[config.mk]
export PLATFORM = sky130hd
export DESIGN_NAME = ysyx_22041207_store_unit
export DESIGN_NICKNAME = d
export VERILOG_FILES = /design/src/rtl/ysyx_22041207_store_unit.sv
export SDC_FILE = /design/constraint.sdc
export NUM_CORES = 1
export LEC_CHECK = 0
export BUFFER_PORTS_ARGS = -buffer_cell sky130_fd_sc_hd__buf_2
export CELL_PAD_IN_SITES_DETAIL_PLACEMENT = 0
export CELL_PAD_IN_SITES_GLOBAL_PLACEMENT = 1
export CORE_UTILIZATION = 42
export CTS_BUF_LIST = sky130_fd_sc_hd__clkbuf_4 sky130_fd_sc_hd__clkbuf_8
export CTS_CLUSTER_DIAMETER = 30
export DETAILED_ROUTE_END_ITERATION = 12
export PLACE_DENSITY_LB_ADDON = 0.1
export SLEW_MARGIN = 5
export SYNTH_ARGS = -nofsm -noshare
export SYNTH_HDL_FRONTEND = slang
export SYNTH_SLANG_ARGS = --single-unit
[constraint.sdc]
create_clock -name clk -period 3.2 [get_ports clk]
set_clock_uncertainty 0.15 [all_clocks]
set_input_delay 0.64 -clock clk [delete_from_list [all_inputs] [get_ports clk]]
set_output_delay 0.64 -clock clk [all_outputs]
set_load 0.02 [all_outputs]
[src/rtl/ysyx_22041207_store_unit.sv]
`default_nettype none
// ============================================================================
// Module : ysyx_22041207_store_unit
// Brief  : Splits one store into one or two aligned, byte-masked 64-bit
//          write beats; rejects misaligned stores when ALLOW_MISALIGN==0.
// Rev    : 1.1
// ============================================================================

module ysyx_22041207_store_unit #(
    parameter int ADDR_W         = 64,
    parameter bit ALLOW_MISALIGN = 1'b1
) (
    input  logic              clk,
    input  logic              rst_n,
    input  logic              req_valid,
    output logic              req_ready,
    input  logic [ADDR_W-1:0] req_addr,
    input  logic [63:0]       req_data,
    input  logic [1:0]        req_size,
    output logic              mem_wen,
    input  logic              mem_ready,
    output logic [ADDR_W-1:0] mem_waddr,
    output logic [63:0]       mem_wdata,
    output logic [7:0]        mem_wmask,
    output logic              resp_valid,
    output logic              resp_err
);

    localparam logic [1:0] c_S_IDLE  = 2'd0;
    localparam logic [1:0] c_S_BEAT0 = 2'd1;
    localparam logic [1:0] c_S_BEAT1 = 2'd2;
    localparam logic [1:0] c_S_RESP  = 2'd3;

    logic [1:0]        r_state;
    logic [ADDR_W-1:0] r_base;
    logic [127:0]      r_data128;
    logic [15:0]       r_mask16;
    logic              r_err;

    logic [2:0]   w_off;
    logic [7:0]   w_byte_mask;
    logic [2:0]   w_align_mask;
    logic [63:0]  w_lane_data;
    logic [127:0] w_shifted_data;
    logic [15:0]  w_shifted_mask;
    logic         w_misaligned;

    always_comb begin
        w_off = req_addr[2:0];
        case (req_size)
            2'b00:   begin w_byte_mask = 8'h01; w_align_mask = 3'b000; end
            2'b01:   begin w_byte_mask = 8'h03; w_align_mask = 3'b001; end
            2'b10:   begin w_byte_mask = 8'h0F; w_align_mask = 3'b011; end
            default: begin w_byte_mask = 8'hFF; w_align_mask = 3'b111; end
        endcase
        w_shifted_data = {64'b0, w_lane_data} << {w_off, 3'b000};
        w_shifted_mask = {8'b0, w_byte_mask} << w_off;
        w_misaligned   = (w_off & w_align_mask) != 3'b000;
    end

    // Bytes beyond the store size are zeroed so unused lanes never carry stale data.
    for (genvar i = 0; i < 8; i++) begin : g_lane
        assign w_lane_data[8*i +: 8] = req_data[8*i +: 8] & {8{w_byte_mask[i]}};
    end

    always_ff @(posedge clk or negedge rst_n) begin
        if (!rst_n) begin
            r_state   <= c_S_IDLE;
            r_base    <= '0;
            r_data128 <= '0;
            r_mask16  <= '0;
            r_err     <= 1'b0;
        end else begin
            case (r_state)
                c_S_IDLE: begin
                    if (req_valid) begin
                        r_base    <= {req_addr[ADDR_W-1:3], 3'b000};
                        r_data128 <= w_shifted_data;
                        r_mask16  <= w_shifted_mask;
                        if (w_misaligned && !ALLOW_MISALIGN) begin
                            r_err   <= 1'b1;
                            r_state <= c_S_RESP;
                        end else begin
                            r_err   <= 1'b0;
                            r_state <= c_S_BEAT0;
                        end
                    end
                end
                c_S_BEAT0: begin
                    if (mem_ready) r_state <= (r_mask16[15:8] != 8'h00) ? c_S_BEAT1 : c_S_RESP;
                end
                c_S_BEAT1: begin
                    if (mem_ready) r_state <= c_S_RESP;
                end
                default: r_state <= c_S_IDLE;
            endcase
        end
    end

    // Outputs depend only on registered state, never directly on req_*.
    always_comb begin
        req_ready  = (r_state == c_S_IDLE);
        mem_wen    = 1'b0;
        mem_waddr  = '0;
        mem_wdata  = '0;
        mem_wmask  = '0;
        resp_valid = 1'b0;
        resp_err   = 1'b0;
        case (r_state)
            c_S_BEAT0: begin
                mem_wen   = 1'b1;
                mem_waddr = r_base;
                mem_wdata = r_data128[63:0];
                mem_wmask = r_mask16[7:0];
            end
            c_S_BEAT1: begin
                mem_wen   = 1'b1;
                mem_waddr = r_base + ADDR_W'(8);
                mem_wdata = r_data128[127:64];
                mem_wmask = r_mask16[15:8];
            end
            c_S_RESP: begin
                resp_valid = 1'b1;
                resp_err   = r_err;
            end
            default: ;
        endcase
    end

endmodule

`default_nettype wire
== Yosys cells after proc, flatten, opt, wreduce, memory -nomap -nowiden ==
Index checks and enable logic that the tools add are counted.
Storage, ports and cells
  bits in registers: 207
  output and inout bits: 140
  logic and storage cells: 40
Operators by class
  $add $sub $neg: 1
  equal/unequal tests: 8
  shifts and indexed selects: 2
  multiplexer cells: 11
  bitwise operators: 8
  reductions and logical operators: 6
Operator list (number)
  64-bit case mux with 2 select lines: 2
  64-bit by 6-bit << shifter with 128-bit output: 1
  64-bit by 4-bit adder with 64-bit output, second input constant: 1
  8-bit AND: 8
  8-bit case mux with 3 select lines: 1
  8-bit case mux with 2 select lines: 1
  8-bit by 3-bit << shifter with 16-bit output: 1
  8-bit nonzero test: 1
  2-bit == test, second input constant: 3
  2-bit two-way mux: 3
  2-bit inequality test, second input constant: 3
  2-bit case mux with 3 select lines: 1
  2-bit by 1-bit == test with 1-bit output, second input constant: 2
  2-bit zero test: 2
  1-bit two-way mux: 3
  3-bit AND reduction: 1
  2-bit AND reduction: 1
  2-bit OR reduction: 1

== Logic depth before layout (Yosys ltp) ==
  word-level depth: 4
  gate-level depth with buffers: 9
  gate-level depth less buffers: 7

== Least setup slack after synthesis ==
Ideal clock, no wire load.
  path kind: flip-flop to output port
  from: reg r_state[0]
  to: out mem_waddr[22]
  data arrival time: 2349 ps
  required time: 2410 ps
  path slack: 61 ps
  stages on the path, launching flop included: 9
  buffers on the path: 3
  cell sequence: dfrtp_1 inv_1 ha_1 and2_1 clkbuf_1 clkbuf_1 clkbuf_1 nand3_1 o21ai_0
On the way
  word-level cells in the longest chain between the ends: 2
Ends and longest elaborated chain
  start, declared: line 34  | logic [1:0] r_state;
  start signal, assigned: line 68  | r_state <= c_S_IDLE;
  start signal, assigned: line 82  | r_state <= c_S_RESP;
  start signal, assigned: line 85  | r_state <= c_S_BEAT0;
  2-bit == test / 2-bit by 1-bit == test with 1-bit output (equally long branches): line 109  | case (r_state)
  64-bit case mux with 2 select lines *: line 109
  end, declared: line 22  | output logic [ADDR_W-1:0] mem_waddr,
Every way passes the cells marked *; elsewhere a longest branch is shown, timed or not.

== Final worst setup path ==
  from: reg r_base[4]
  to: out mem_waddr[45]
On the way
  word-level cells in the longest chain between the ends: 2
Ends and longest elaborated chain
  start, declared: line 35  | logic [ADDR_W-1:0] r_base;
  start signal, assigned: line 77  | r_base <= {req_addr[ADDR_W-1:3], 3'b000};
  64-bit by 4-bit adder with 64-bit output: line 118  | mem_waddr = r_base + ADDR_W'(8);
  64-bit case mux with 2 select lines: line 109
No other way between the ends.

==> metrics.txt <==
status complete, but fails checks; failing checks negative hold slack, negative setup slack; logic gate share of total power 54.2%; GP Congestion 0.921; Post-synth EDFFs 0; total global routing overflow 0; worst hold path type in2async; final instance area 0.0163 sq mm; Pre-Repair DR Iteration Count 8; final worst-path cycle share 106%; Placed Area 0.0143 sq mm; Int Pwr 0.00696 W; vias per cell 5.93; critical path type reg2out; Most used DFF post-synth dfrtp_1; Mapped Area 0.0123 sq mm; I/O Pins 274; clock sinks 198; Total Power 0.0131 W; worst path arrival time 2.60 ns; Sw Pwr 0.00616 W; Critical Path Source Type flip-flop; register area 0.00497 sq mm; CTS H-tree depth 4; Core Rows 62; placed instance count 2047; Pwr Density 807 mW/mm^2; post-layout net count 1914; setup tns final -2.61 ns; Final setup violation count 27; CP required 2.41 ns; initial antenna violation count 1; largest net degree at the start of global routing 81; Seq/Total Area, Yosys 40.4%; vias in the first global route 12400; multi-input gate area in the final layout 0.00731 sq mm; Final HPWL DP 32.0 mm; Num CTS Buffers 17; Starting Density 42.7%; via count 12900; relative slew slack 19.6%; f_max 295 MHz; clk slew on worst S/H paths 0.11 ns; Port Buffers 269; Avg WL per Cell 21.4 um; Hold Fails Final Rpt 3; Hold Slack -0.00851 ns; min Tclk post-route 3.39 ns; flops & latches, synth 198; P&R area growth vs syn 32.7%; final setup margin -0.186 ns; first-pass GRT wire length 70.9 mm; Die Y 173 um; Sw Share 46.9%; Routed WL 46.5 mm; CTS tree yes; Mapped Cells 1448; worst-path fanout max 6; Avg Inst Size Synth 8.46 sq um; Synth async-reset ratio 100%; Die X-Extent 173 um; Worst Setup End Kind primary output; layout cells sized above 1 35.1%; Root Buffer Master clkbuf_8; Worst Tran Pin Value 1.20 ns; GRT Util Overall 30.4%; count of cell types in the netlist 62; RSZ-0062 raised after global routing true; Finished Layout Cells 2173; Clk Latency, worst-skew pair 0.49 ns; clock power share 13.0%; Iter 0 DRT Violations 1105; number of remaining DRC errors 0; # fillers 2740; Yosys warnings 0; CTS max path bufs 2; Max-cap violations 0; sequential share of power 32.8%; number of routed nets with antenna violations 0; LEAKAGE 7.85 nW; Pins Over Slew Limit 0; Die Footprint 0.0299 sq mm; Core ar. 0.0287 sq mm; VDD IR max 0.000467 V
## per-layer routing
layer  GRT usage (%)  wire length (um)  vias to the layer above  share of wire (%)
li1                -                 -                     5940                  -
met1            40.3             19500                     6306                 42
met2            51.2             22800                      554                 49
met3            3.76              2760                       84                5.9
met4            10.7              1420                        0                3.0
met5               0                 0                        -                  0
## layout make-up
| class | instances | area share, % |
|---|---|---|
| Multi-Input combinational cell | 1106 | 45.0 |
| Sequential cell | 198 | 30.6 |
| Timing Repair Buffer | 432 | 18.6 |
| Tap cell | 384 | 2.96 |
| Clock buffer | 18 | 1.52 |
| Clock inverter | 14 | 0.939 |
| Inverter | 20 | 0.462 |
| Antenna cell | 1 | 0.0154 |
## synthesized netlist by cell type (21+ instances only)
cell type | count | area, sq um
nand3_1 | 44 | 220
a31oi_1 | 25 | 156
a21oi_1 | 42 | 210
dfrtp_1 | 198 | 4950
nor2_1 | 66 | 248
a22oi_1 | 27 | 203
nand2_1 | 334 | 1250
a22o_1 | 118 | 1030
mux2_2 | 55 | 619
mux2i_1 | 29 | 290
clkbuf_1 | 98 | 368
nor3_1 | 22 | 110
o21ai_0 | 111 | 556
nand4_1 | 21 | 131
## registers in the layout, summed over array words and instances (netlist names)
register and count:
r_data128 120, r_mask16 15, r_state 2, r_base 61
## power by group through the flow
stage	combinational, W	sequential [W]	clock, W
after floorplan	0.00382	0.00409	0
after global placement	0.00575	0.00432	0
after detailed placement	0.00580	0.00435	0
after CTS	0.00661	0.00425	0.00174
after global routing	0.00766	0.00441	0.00183
final	0.00710	0.00430	0.00171
## critical path, stage by stage, from the launching register on
cell,delay [ns]
dfrtp_1,0.39
ha_2,0.21
nand3_2,0.10
nor3_2,0.23
buf_4,0.18
nand4_1,0.17
or4_1,0.51
o211ai_1,0.13
buf_4,0.19
## layout by cell type, fill, tap and decap left out, types with 6 or more instances in the layout
| master | n |
|---|---|
| nor3_1 | 20 |
| dfrtp_2 | 10 |
| dfrtp_1 | 188 |
| buf_12 | 18 |
| o21ai_0 | 97 |
| clkbuf_8 | 19 |
| a22o_1 | 118 |
| a222oi_1 | 8 |
| mux2_2 | 55 |
| inv_6 | 6 |
| nor2b_1 | 11 |
| a21o_1 | 6 |
| nand3_1 | 27 |
| nor4_4 | 8 |
| and3_1 | 15 |
| nand3b_1 | 10 |
| nor2_1 | 65 |
| a41oi_1 | 8 |
| o2bb2ai_1 | 8 |
| a22oi_1 | 27 |
| a21oi_1 | 37 |
| nand2_1 | 328 |
| a31oi_1 | 21 |
| mux2i_1 | 29 |
| o211ai_1 | 12 |
| buf_6 | 30 |
| nand3_2 | 12 |
| o21ai_1 | 11 |
| buf_4 | 147 |
| o31ai_1 | 12 |
| nand3_4 | 6 |
| inv_1 | 16 |
| buf_2 | 233 |
| and2_1 | 7 |
| a21boi_0 | 8 |
| nand4_1 | 21 |
| a221oi_1 | 8 |
## final timing paths
kind                                    from             to  slack [ns]  cells after the start
worst max register to register    r_state[1]  r_data128[55]        0.74                      6
min in group clk                req_addr[19]     r_base[19]        0.17                      3
worst min register to register   r_mask16[4]    r_mask16[4]        0.33                      2
max in group asynchronous              rst_n   r_data128[1]        2.10                      2
worst min-delay path                   rst_n     r_base[52]      -0.009                      1
worst max-delay path               r_base[4]  mem_waddr[45]       -0.19                      8
## through the flow
stage	utilization, %	setup WS (ns)
floorplan	-	0.0608
global placement	49.8	0.228
detailed placement	49.8	0.113
CTS	54.6	-0.173
global route	56.6	-0.260
finish	56.6	-0.186
## repair_timing
item | 4_1_cts | 5_1_grt
hold buffers | 0 | 0
gates cloned | 4 | 0
pin swaps | 37 | 34
setup buffers | 59 | 33
setup endpoints to repair | 99 | 72
resized for setup | 119 | 83
## kinds of logic (layout without fill, tap and decap cells)
logic type,count (synthesis),count (layout),share of synthesized area (%)
and+or+nand+nor,576,578,21.6
AOI/OAI and AO/OA,433,433,25.0
DFF,198,198,40.4
buffers and inverters,149,484,4.85
muxes,84,84,7.42
adders and majority gates,5,5,0.511
xor gates and xnor gates,2,2,0.143
other,1,5,0.0306
Note: power is estimated with default switching activity, not from simulation.
